**src/rtl/serial_to_parallel.sv**
```systemverilog
// serial_to_parallel: LSB-first deserializer with word sync,
// 2-entry output FIFO, framing-error pulse and sticky overflow.
module serial_to_parallel #(
  parameter int WIDTH = 8
) (
  input  logic             clk,
  input  logic             rst_n,
  input  logic             din,
  input  logic             sync,
  input  logic             out_ready,
  input  logic             ovf_clr,
  output logic [WIDTH-1:0] dout,
  output logic             dout_valid,
  output logic             frame_err,
  output logic             overflow,
  output logic             locked
);

  localparam int CW = $clog2(WIDTH);
  localparam logic [CW-1:0] LAST = CW'(WIDTH - 1);

  typedef enum logic {
    HUNT,
    SHIFT
  } state_t;

  state_t           state;
  logic [CW-1:0]    cnt;
  logic [WIDTH-1:0] shift;
  logic [WIDTH-1:0] q0;
  logic [WIDTH-1:0] q1;
  logic [1:0]       occ;

  logic             mid_sync;
  logic             push;
  logic             pop;
  logic [WIDTH-1:0] word;

  // Word completion, misaligned sync and pop decode
  always_comb begin
    mid_sync = 1'b0;
    push     = 1'b0;
    pop      = 1'b0;
    word     = {din, shift[WIDTH-2:0]};
    if (state == SHIFT) begin
      mid_sync = sync && (cnt != '0);
      push     = !mid_sync && (cnt == LAST);
    end
    pop = (occ != 2'd0) && out_ready;
  end

  // Alignment FSM and bit assembly
  always_ff @(posedge clk or negedge rst_n) begin
    if (!rst_n) begin
      state     <= HUNT;
      cnt       <= '0;
      shift     <= '0;
      frame_err <= 1'b0;
    end else begin
      frame_err <= 1'b0;
      unique case (state)
        HUNT: begin
          if (sync) begin
            shift[0] <= din;
            cnt      <= CW'(1);
            state    <= SHIFT;
          end
        end
        SHIFT: begin
          if (mid_sync) begin
            frame_err <= 1'b1;
            shift[0]  <= din;
            cnt       <= CW'(1);
          end else if (cnt == LAST) begin
            cnt <= '0;
          end else begin
            shift[cnt] <= din;
            cnt        <= cnt + CW'(1);
          end
        end
        default: state <= HUNT;
      endcase
    end
  end

  // Output FIFO: q0 is head and keeps the last popped word when empty
  always_ff @(posedge clk or negedge rst_n) begin
    if (!rst_n) begin
      q0       <= '0;
      q1       <= '0;
      occ      <= 2'd0;
      overflow <= 1'b0;
    end else begin
      if (push && pop) begin
        if (occ == 2'd2) begin
          q0 <= q1;
          q1 <= word;
        end else begin
          q0 <= word;
        end
      end else if (push) begin
        if (occ == 2'd0) begin
          q0  <= word;
          occ <= 2'd1;
        end else if (occ == 2'd1) begin
          q1  <= word;
          occ <= 2'd2;
        end
      end else if (pop) begin
        if (occ == 2'd2) begin
          q0 <= q1;
        end
        occ <= occ - 2'd1;
      end
      if (push && !pop && (occ == 2'd2)) begin
        overflow <= 1'b1;
      end else if (ovf_clr) begin
        overflow <= 1'b0;
      end
    end
  end

  assign dout       = q0;
  assign dout_valid = (occ != 2'd0);
  assign locked     = (state == SHIFT);

endmodule

```
**config.mk**
```make
export PLATFORM = sky130hd
export DESIGN_NAME = serial_to_parallel
export DESIGN_NICKNAME = d
export VERILOG_FILES = /design/src/rtl/serial_to_parallel.sv
export SDC_FILE = /design/constraint.sdc
export NUM_CORES = 1
export LEC_CHECK = 0
export BUFFER_PORTS_ARGS = -buffer_cell sky130_fd_sc_hd__buf_2
export CORE_MARGIN = 2
export CORE_UTILIZATION = 57
export CTS_CLUSTER_DIAMETER = 120
export DETAILED_ROUTE_END_ITERATION = 16
export HOLD_SLACK_MARGIN = 0.05
export PLACE_DENSITY = 0.78
export SETUP_SLACK_MARGIN = 0.4
export SLEW_MARGIN = 20
export SYNTH_ARGS = -nofsm -noshare
export SYNTH_HDL_FRONTEND = slang
export SYNTH_SLANG_ARGS = --single-unit
```
**constraint.sdc**
```tcl
create_clock -name clk -period 2.2 [get_ports clk]
set_input_delay 0.44 -clock clk [delete_from_list [all_inputs] [get_ports clk]]
set_output_delay 0.44 -clock clk [all_outputs]
set_load 0.03 [all_outputs]
```
==> key figures <==
Worst setup path
  • Worst Reg-to-Reg Cells: 10
  • R2r startpoint: cnt[1]$_DFFE_PN0N_
  • Crit-path slowest cell: dfrtp_2
  • Crit-path leading delay family: buffers and inverters
  • Required time worst endpoint: 2430 ps
  • Most common cell on crit path: buf_4
  • CP Cell Sequence: inv_4, buf_4, buf_4, buf_4, buf_4, buf_4, buf_4, buf_4, nand4_1, mux2_4
  • CP Capture Type: register
  • Critical path class: reg2reg
  • Arr. time, crit path: 2120 ps
  • CP peak stage delay: 420 ps
  • Crit path buffers/inverters: 8
  • CP Max Fanout: 4
  • CP Launch Type: register
  • R2R Path End: shift[4]$_DFFE_PN0P_
  • Worst reg2reg setup slack: 320 ps

Logic synthesis
  • Synthesized cell area: 1600 um2
  • Main area contributors after synthesis: dfrtp_1 49%, mux2_2 9.2%, nor3_1 5.9%
  • Yosys top cell by area: dfrtp_1
  • Async SR Flop Fraction: 1.00
  • Ys flop type: dfrtp_1
  • #FFs+latches synth: 31
  • Share of the synthesized area in the top cell type: 0.485
  • Number of enable flip-flop cells after synthesis: 0
  • Mapped Nets: 162
  • Synth Instances: 150
  • Sequential share of the synthesized area: 0.485
  • Syn. warnings: 0
  • Unique masters post-synth: 32
  • Mean Syn Cell Area: 10.7 um2

Placement
  • Hpwl dp: 2270 um
  • Cell Count Post-Placement: 193
  • Port Buffers: 17
  • Dpl cell area: 1700 um2
  • Dpl ws: 127 ps
  • Placer Congestion: 0.843

Power
  • Internal Pwr Total: 1.72 mW
  • Maximum VDD drop: 1.11 mV
  • Final Total Pwr: 2.92 mW
  • Clk pwr share: 0.131
  • Gate power share: 0.525
  • NetSw: 1.20 mW
  • Pleak: 0.936 nW
  • Power Density: 1410 nW/um2
  • Switch share: 0.411
  • Sequential share of power: 0.344

Drt
  • Residual DRC: 0
  • 1st-iter DRT viols: 62
  • DRT antenna net count: 0
  • WL/cell: 17.8 um
  • Vias per std cell: 6.07
  • First-pass iteration count of the detailed router: 4
  • DRT Wirelength: 3930 um
  • Via count: 1,342

Global route
  • Met2 global-route usage: 0.424
  • Remaining global-route overflow: 0
  • Layer with the highest usage: met2
  • Global-route wire length before repair: 6200 um
  • Gr usage total: 0.259
  • GR Layer Usage met1: 0.305
  • Initial antenna violation count: 0
  • Largest net degree at the start of global routing: 32
  • Grt met3 use: 0.0590
  • Vias in the first global route: 1,328

Final layout
  • Layout area overhead: 29.2%
  • Post-layout nets: 201
  • Final Util: 0.762
  • Fin cells: 221
  • Design area: 2070 um2
  • Number of diodes: 0
  • Share of cells above drive strength 1: 0.453

STA
  • Setup ws final: 316 ps
  • Achievable Freq: 531 MHz
  • Worst slew margin: 0.553
  • Worst-Margin Slew: 670 ps
  • Final min period: 1880 ps
  • Share of the clock period used by the worst path: 0.856
  • Final Max Slew Viols: 0
  • Unrepaired setup endpoints after global routing: yes
  • Final TNS setup: 0 ps
  • Worst hold margin: 126 ps
  • Worst Skew: 7.41 ps
  • Final Hold Vio Count: 0
  • Final setup viols: 0

Clock network
  • CTS Buf Count: 5
  • CTS Root Cell: clkbuf_4
  • Clock sinks: 31
  • Clk slew on worst S/H paths: 90 ps
  • CTS Buffer Depth: 2
  • CTS Hold Bufs: 0
  • TritonCTS clock tree: done
  • Clock Latency Late Sink: 340 ps
  • H-Tree Depth: 2

Floorplan
  • Rows: 19
  • Die Wd: 57.0 um
  • Initial core utilization: 0.590
  • Die ar.: 3250 um2
  • Core area: 2710 um2
  • Die Ht: 57.0 um
  • Boundary Pins: 18

Status
  • Status: finished clean

Min path
  • Hold Crit Class: in2async

Run
  • Max Cap Viol: 0
## Yosys cell counts (2+ instances only)
cell / number
dfrtp_1: 31
nor3_1: 19
mux2_2: 13
inv_1: 12
a211oi_1: 8
o21ai_0: 8
o22ai_1: 8
nand2_1: 7
ha_1: 6
a21oi_1: 3
buf_2: 3
mux2i_1: 3
nand3_1: 3
nor2_1: 3
clkbuf_1: 2
nand4_1: 2
nor3b_1: 2
o211a_1: 2
o31ai_1: 2
## repair_timing
action                                  CTS  global route
gates resized for setup                  22            17
endpoints found under the setup margin   25            23
setup buffers                            16             4
pin swaps                                 3             6
## cell usage in the layout (no fill, tap or decap), types with 2 or more instances in the layout
cell / instances
nor3_2: 6
ha_1: 3
nor2_1: 2
inv_2: 3
mux2_2: 6
nor3_1: 13
dfrtp_2: 3
ha_4: 2
buf_2: 16
nand3_1: 3
buf_6: 2
inv_1: 8
o22ai_1: 8
o31ai_1: 2
dfrtp_1: 28
a21oi_1: 2
a211oi_1: 8
o21ai_0: 8
nand2_1: 7
mux2i_1: 3
nand4_1: 2
clkbuf_4: 6
buf_4: 20
clkbuf_8: 2
mux2_4: 7
## registers in the layout, summed over array words and instances, names as in the netlist
name,cells
cnt,3
dout,8
shift,7
overflow,1
frame_err,1
q1,8
locked,1
occ,2
## power by group through the flow
stage	logic, mW	clock network, mW	registers [mW]
finish	1.53	0.381	1.00
global route	1.64	0.418	1.04
CTS	1.33	0.387	0.988
detailed placement	1.05	0	1.00
global placement	1.00	0	0.980
floorplan	0.715	0	1.06
## kinds of logic after synthesis
group | after synthesis | share of synthesized area
buffers and inverters | 19 | 0.0540
AND/OR/NAND/NOR | 41 | 0.131
flip-flops | 31 | 0.485
adder cells (fa/ha/maj) | 6 | 0.0469
AO/OA/AOI/OAI | 37 | 0.172
multiplexers | 16 | 0.110
## how the worst max path moves through the flow
stage | cells past startpoint | from | to | slack [ps]
floorplan | 7 | cnt[1]$_DFFE_PN0N_ | q1[7]$_DFFE_PN0P_ | 410
global placement | 6 | cnt[1]$_DFFE_PN0N_ | shift[5]$_DFFE_PN0P_ | 210
detailed placement | 6 | cnt[1]$_DFFE_PN0N_ | q1[2]$_DFFE_PN0P_ | 130
CTS | 7 | cnt[0]$_DFFE_PN0N_ | q1[3]$_DFFE_PN0P_ | 390
global route | 6 | cnt[0]$_DFFE_PN0N_ | shift[1]$_DFFE_PN0P_ | 260
finish | 10 | cnt[1]$_DFFE_PN0N_ | shift[4]$_DFFE_PN0P_ | 320
## cell type report
cell class,instances,area (um2)
clock buffer,8,68.8
fill,168,644
inverter,12,47.5
multi-input combinational,100,871
sequential,31,779
tap,31,38.8
timing repair buffer,39,260
## per-layer routing
| layer | wire [um] | up-vias |
|---|---|---|
| met1 | 1630 | 661 |
| met2 | 2030 | 45 |
| met4 | 84 | 0 |
| met5 | 0 | - |
| met3 | 191 | 9 |
| li1 | - | 627 |
Power figures use the tool's default switching activity.
